**src/rtl/rx_frame_guard.sv**
```systemverilog
// Frame-buffering guard between the UART byte stream and the command decoder.
// A frame [addr][len][payload] becomes visible downstream only once complete and valid.
`timescale 1ns/1ps
module rx_frame_guard #(
   parameter int unsigned DEPTH       = 64,
   parameter int unsigned TIMEOUT_CYC = 100000,
   parameter int unsigned N_SRC       = 25,
   parameter int unsigned CNT_W       = 8
) (
   input  logic             clk,
   input  logic             rst,
   input  logic [7:0]       in_data,
   input  logic             in_valid,
   output logic             in_ready,
   output logic [7:0]       out_data,
   output logic             out_valid,
   input  logic             out_ready,
   output logic [CNT_W-1:0] err_tmo_cnt,
   output logic [CNT_W-1:0] err_addr_cnt,
   output logic [CNT_W-1:0] err_ovf_cnt,
   output logic             frame_drop
);

   localparam int unsigned AW = $clog2(DEPTH);
   localparam int unsigned PW = AW + 1;
   localparam int unsigned TW = $clog2(TIMEOUT_CYC + 1);

   typedef enum logic [1:0] {S_ADDR, S_LEN, S_PAY} state_t;

   logic [7:0]       r_mem [DEPTH];
   logic [PW-1:0]    r_wr_ptr, r_commit_ptr, r_rd_ptr;
   state_t           r_state;
   logic             r_bad_addr, r_ovf;
   logic [7:0]       r_remaining;
   logic [TW-1:0]    r_tmo;
   logic             r_in_ready, r_out_valid, r_frame_drop;
   logic [7:0]       r_out_data;
   logic [CNT_W-1:0] r_tmo_cnt, r_addr_cnt, r_ovf_cnt;

   logic             w_accept, w_tmo_fire, w_bad_in, w_ovf_in, w_full;
   logic             w_try_store, w_store, w_ovf_hit, w_ovf_next;
   logic             w_frame_end, w_reject, w_load;
   state_t           w_state;
   logic [PW-1:0]    w_wr_base, w_wr_after;

   // A timeout and a new byte in the same cycle: the frame is aborted first and the
   // byte is processed as an address byte against the rewound write pointer.
   always_comb begin
      w_accept    = in_valid & r_in_ready;
      w_tmo_fire  = (r_state != S_ADDR) && (r_tmo == TW'(TIMEOUT_CYC));
      w_state     = w_tmo_fire ? S_ADDR : r_state;
      w_wr_base   = w_tmo_fire ? r_commit_ptr : r_wr_ptr;
      w_bad_in    = (w_state == S_ADDR) ? (32'(in_data) >= N_SRC) : r_bad_addr;
      w_ovf_in    = (w_state == S_ADDR) ? 1'b0 : r_ovf;
      w_full      = (w_wr_base - r_rd_ptr) == PW'(DEPTH);
      w_try_store = w_accept & ~w_bad_in & ~w_ovf_in;
      w_store     = w_try_store & ~w_full;
      w_ovf_hit   = w_try_store & w_full;
      w_ovf_next  = w_ovf_in | w_ovf_hit;
      if (w_ovf_hit)    w_wr_after = r_commit_ptr;
      else if (w_store) w_wr_after = w_wr_base + 1'b1;
      else              w_wr_after = w_wr_base;
      w_frame_end = w_accept & (((w_state == S_LEN) && (in_data == 8'd0)) ||
                                ((w_state == S_PAY) && (r_remaining == 8'd1)));
      w_reject    = w_frame_end & (w_bad_in | w_ovf_next);
      w_load      = (~r_out_valid | out_ready) & (r_rd_ptr != r_commit_ptr);
   end

   always_ff @(posedge clk) begin
      if (w_store) r_mem[w_wr_base[AW-1:0]] <= in_data;
   end

   always_ff @(posedge clk or posedge rst) begin
      if (rst) begin
         r_in_ready   <= 1'b0;
         r_state      <= S_ADDR;
         r_wr_ptr     <= '0;
         r_commit_ptr <= '0;
         r_bad_addr   <= 1'b0;
         r_ovf        <= 1'b0;
         r_remaining  <= '0;
         r_tmo        <= '0;
         r_frame_drop <= 1'b0;
         r_tmo_cnt    <= '0;
         r_addr_cnt   <= '0;
         r_ovf_cnt    <= '0;
      end else begin
         r_in_ready   <= 1'b1;
         r_frame_drop <= 1'b0;
         r_wr_ptr     <= w_wr_after;
         if (w_accept || (w_state == S_ADDR)) r_tmo <= '0;
         else                                 r_tmo <= r_tmo + 1'b1;

         if (w_tmo_fire) begin
            r_frame_drop <= 1'b1;
            if (r_tmo_cnt != '1) r_tmo_cnt <= r_tmo_cnt + 1'b1;
         end

         if (w_accept) begin
            case (w_state)
               S_ADDR: begin
                  r_state    <= S_LEN;
                  r_bad_addr <= w_bad_in;
                  r_ovf      <= w_ovf_next;
               end
               S_LEN: begin
                  r_remaining <= in_data;
                  r_ovf       <= w_ovf_next;
                  r_state     <= S_PAY;
               end
               default: begin
                  r_remaining <= r_remaining - 8'd1;
                  r_ovf       <= w_ovf_next;
               end
            endcase
         end else if (w_tmo_fire) begin
            r_state    <= S_ADDR;
            r_bad_addr <= 1'b0;
            r_ovf      <= 1'b0;
         end

         if (w_frame_end) begin
            r_state    <= S_ADDR;
            r_bad_addr <= 1'b0;
            r_ovf      <= 1'b0;
            if (w_reject) begin
               r_wr_ptr     <= r_commit_ptr;
               r_frame_drop <= 1'b1;
               if (w_bad_in) begin
                  if (r_addr_cnt != '1) r_addr_cnt <= r_addr_cnt + 1'b1;
               end else begin
                  if (r_ovf_cnt != '1) r_ovf_cnt <= r_ovf_cnt + 1'b1;
               end
            end else begin
               r_commit_ptr <= w_wr_after;
            end
         end
      end
   end

   always_ff @(posedge clk or posedge rst) begin
      if (rst) begin
         r_rd_ptr    <= '0;
         r_out_valid <= 1'b0;
         r_out_data  <= '0;
      end else if (w_load) begin
         r_out_data  <= r_mem[r_rd_ptr[AW-1:0]];
         r_out_valid <= 1'b1;
         r_rd_ptr    <= r_rd_ptr + 1'b1;
      end else if (out_ready) begin
         r_out_valid <= 1'b0;
      end
   end

   assign in_ready     = r_in_ready;
   assign out_data     = r_out_data;
   assign out_valid    = r_out_valid;
   assign err_tmo_cnt  = r_tmo_cnt;
   assign err_addr_cnt = r_addr_cnt;
   assign err_ovf_cnt  = r_ovf_cnt;
   assign frame_drop   = r_frame_drop;

endmodule

```
**config.mk**
```make
export PLATFORM = sky130hd
export DESIGN_NAME = rx_frame_guard
export DESIGN_NICKNAME = d
export VERILOG_FILES = /design/src/rtl/rx_frame_guard.sv
export SDC_FILE = /design/constraint.sdc
export NUM_CORES = 1
export LEC_CHECK = 0
export BUFFER_PORTS_ARGS = -buffer_cell sky130_fd_sc_hd__buf_2
export CAP_MARGIN = 20
export CORE_ASPECT_RATIO = 0.6
export CORE_UTILIZATION = 60
export DETAILED_ROUTE_END_ITERATION = 10
export PLACE_DENSITY = 0.75
export SLEW_MARGIN = 40
export SYNTH_ARGS = -nofsm -noshare
export SYNTH_HDL_FRONTEND = slang
export SYNTH_SLANG_ARGS = --single-unit
```
**constraint.sdc**
```tcl
create_clock -name clk -period 6.14 [get_ports clk]
set_input_delay 0.614 -clock clk [delete_from_list [all_inputs] [get_ports clk]]
set_output_delay 0.614 -clock clk [all_outputs]
set_load 0.1 [all_outputs]
```
==> metrics.md <==
| Metric | Value |
|---|---|
| Core area | `39500 um2` |
| CP max stage delay | `0.71 ns` |
| Share of cells above drive strength 1 | `29.6%` |
| Pin count of the biggest net entering global routing | `90` |
| Worst hold margin | `0.233 ns` |
| Crit Path Class | `flip-flop to flip-flop` |
| CTS H-Tree Depth | `2` |
| Multiplexer area fraction after synthesis | `16.5%` |
| Final instance area | `27400 um2` |
| Initial core utilization | `61.6%` |
| DRT Pass-1 Iters | `5` |
| Worst-path cell chain | `inv_1 > ha_1 > and4bb_1 > nand4_4 > or2_2 > mux2i_1 > inv_1 > ha_1 > nand3b_1 > nand4_1 > a311o_1 > a211oi_1 > nor3_2 > nand4_2 > nor2_1` |
| Final setup viols | `0` |
| Syn_area_per_cell | `19.2 um2` |
| Top cell type by total area after synthesis | `edfxtp_1` |
| Placed Area | `25800 um2` |
| Worst Path Required | `6.36 ns` |
| Post-Synth XOR/XNOR Area | `1.76%` |
| Synth Flop Type | `edfxtp_1` |
| Max_cap viols | `0` |
| Initial antenna violation count | `1` |
| Synth top area share | `63.1%` |
| Post-CTS setup buffer count | `0` |
| Crit path depth | `15` |
| Synth unique cells | `71` |
| PwrDens | `419 nW/um2` |
| Largest fanout on the critical path | `9` |
| DR vias/cell | `6.70` |
| Highest Clock Rate | `0.182 GHz` |
| Die area | `41400 um2` |
| Clock slew at reported path FFs | `0.07 ns` |
| Die height | `158 um` |
| Clock root buffer | `clkbuf_16` |
| Setup tns final | `0 ns` |
| DR iter-0 viols | `1899` |
| Status | `finished, final reports clean` |
| Synth Area in Adders | `0.771%` |
| Slew @ Worst Pin | `0.855 ns` |
| Period utilisation layout | `89.3%` |
| Hold crit path type | `primary input to async pin` |
| Period minus WS final | `5.48 ns` |
| DR vias | `13200` |
| Main combinational cell family by area after synthesis | `multiplexers` |
| Yosys warning count | `0` |
| Leakage Power | `0.00935 uW` |
| R2R depth | `15` |
| Fillers | `2452` |
| Wirelength, routed | `57.2 mm` |
| Site Rows | `56` |
| Yosys reg bits | `597` |
| First-pass GRT wire length | `84.0 mm` |
| Post-Syn Instances | `1267` |
| Post-CTS sizing | `0` |
| Worst vdd ir | `0.000245 V` |
| Synthesized cell area | `24400 um2` |
| Port bufs | `46` |
| Ant diodes | `0` |
| Routed wire length per instance | `29.0 um` |
| Clock Skew | `0.0162 ns` |
| Gr usage total | `28.6%` |
| Seq/Total Area, Yosys | `71.9%` |
| DRC violations left | `0` |
| FFs w/ async S/R, synth | `14.2%` |
| Final Hold Fails | `0` |
| Clock Path Buffers | `3` |
| Top delay family on crit path | `simple AND/OR/NAND/NOR gates` |
| CTS tree | `built` |
| Area Growth Syn to Fin | `12.6%` |
| Worst setup SP type | `flip-flop` |
| Simple-Gate Fraction of Synth Area | `5.54%` |
| Pins Over Slew Limit | `0` |
| Clock latency on the worst-skew pair | `0.59 ns` |
| EDFF count, synth | `512` |
| Fin nets | `1435` |
| Vias in the first global route | `12700` |
| Final Wtd Congestion | `0.860` |
| Ports | `47` |
| CTS Buf Count | `49` |
| Compound-Gate Fraction of Synth Area | `2.32%` |
| Max-slew headroom | `43.0%` |
| Worst EP arrival | `5.70 ns` |
| Clock Sinks | `597` |
| DP HPWL | `35.6 mm` |
| Synth top area cells | `edfxtp_1 63%, mux4_2 16%, dfrtp_1 8.7%` |
| CP endpoint kind | `flip-flop` |
| Total gr overflow | `0` |
| Synth Net Count | `1294` |
| Buf+Inv Stages, Crit Path | `2` |
| RSZ-0062 raised after global routing | `no` |
| Final ANT Viol Nets | `0` |
| CTS Hold Bufs | `0` |
| Fin util | `69.4%` |
| Crit-path slowest cell | `nor2_1` |
| Die X | `262 um` |
==> path summary, 6_finish.rpt <==
path                           startpoint              to  slack [ns]
setup / recovery                 r_tmo[0]    r_mem[63][5]        0.66
hold / removal                        rst  err_ovf_cnt[5]        0.23
setup reg to reg                 r_tmo[0]    r_mem[63][5]        0.66
hold reg to reg            err_tmo_cnt[6]  err_tmo_cnt[6]        0.49
max in group asynchronous             rst     r_rd_ptr[1]        5.41
min in group clk                out_ready       out_valid        0.24
==> registers in the layout, indices dropped and copies added (netlist names) <==
| signal | cells |
|---|---|
| r_mem | 512 |
| r_tmo | 17 |
| err_addr_cnt | 8 |
| err_ovf_cnt | 8 |
| err_tmo_cnt | 8 |
| out_data | 8 |
| r_remaining | 8 |
| r_commit_ptr | 7 |
| r_rd_ptr | 7 |
| r_wr_ptr | 7 |
| r_state | 2 |
| frame_drop | 1 |
| in_ready | 1 |
| out_valid | 1 |
| r_bad_addr | 1 |
| r_ovf | 1 |
==> placed cells by master (no fill, tap or decap), types with 8 or more instances in the layout <==
cell,synthesis,final
and3_1,15,15
mux2_2,14,14
clkbuf_1,28,8
a21oi_1,17,17
nand3_1,23,23
xnor2_1,27,27
dfrtp_1,85,83
clkbuf_16,0,51
buf_4,0,86
o21ai_0,26,26
nand2_1,39,39
buf_2,13,46
nor2_1,103,103
nor3_1,12,12
clkinv_2,0,11
ha_1,15,15
nand4_1,19,19
inv_1,21,20
xor2_1,22,22
edfxtp_1,512,512
mux4_2,168,168
==> logic make-up (layout without fill, tap and decap cells) <==
kind of cell,after synthesis,after routing
other,1,1
flip-flops,597,597
buffers and inverters,71,252
AO/OA/AOI/OAI,83,83
XOR/XNOR,49,49
multiplexers,190,190
adder cells (fa/ha/maj),15,15
AND/OR/NAND/NOR,261,261
==> worst min-delay path, stage by stage <==
cell and delay, ns:
buf_2 0.10, clkinv_2 0.03, clkbuf_8 0.54
==> through the flow <==
stage,instances,power (uW),setup WS [ns]
after floorplan,1267,7220,1.45
after global placement,1878,8220,0.990
after detailed placement,1878,8280,0.765
after CTS,1969,11500,0.722
after global routing,1970,11900,0.308
final,1970,11500,0.658
==> synth_stat cells, types with 4 or more instances <==
cell and number:
o22ai_1 4, inv_1 21, mux4_2 168, xnor2_1 27, edfxtp_1 512, nor2b_1 5
nor2_1 103, clkbuf_1 28, xor2_1 22, o21ai_0 26, buf_2 13, nand2b_1 4
nand2_1 39, a211oi_1 5, and3_1 15, buf_1 6, mux2_2 14, a21oi_1 17
nand4_1 19, nor4_1 4, nor3_1 12, ha_1 15, or3_1 7, nand3_1 23
mux2i_1 5, dfrtp_1 85, o31ai_1 4
==> layout make-up <==
type                            count  area [um2]  share of cell area [%]
Tap cell                          522         653                    2.38
Sequential cell                   597       17500                    63.8
Clock buffer                       61        1330                    4.86
Multi-Input combinational cell    599        6570                    23.9
Inverter                           23        87.6                   0.319
Timing Repair Buffer              138         971                    3.54
Clock inverter                     30         309                    1.13
==> per-layer routing <==
layer	global-route usage [%]	wire length (um)	vias up
met5	0	0	-
met4	6.14	1130	0
met3	7.14	6440	91
met2	39.7	24900	765
met1	45.9	24700	6929
li1	-	-	5407
==> power by group <==
group          switching (uW)  total [uW]  internal, uW
Combinational            2000        3540          1540
Sequential                159        4710          4550
Clock                    1430        3230          1800
Total                    3590       11500          7900
(Power assumes the default switching activity.)
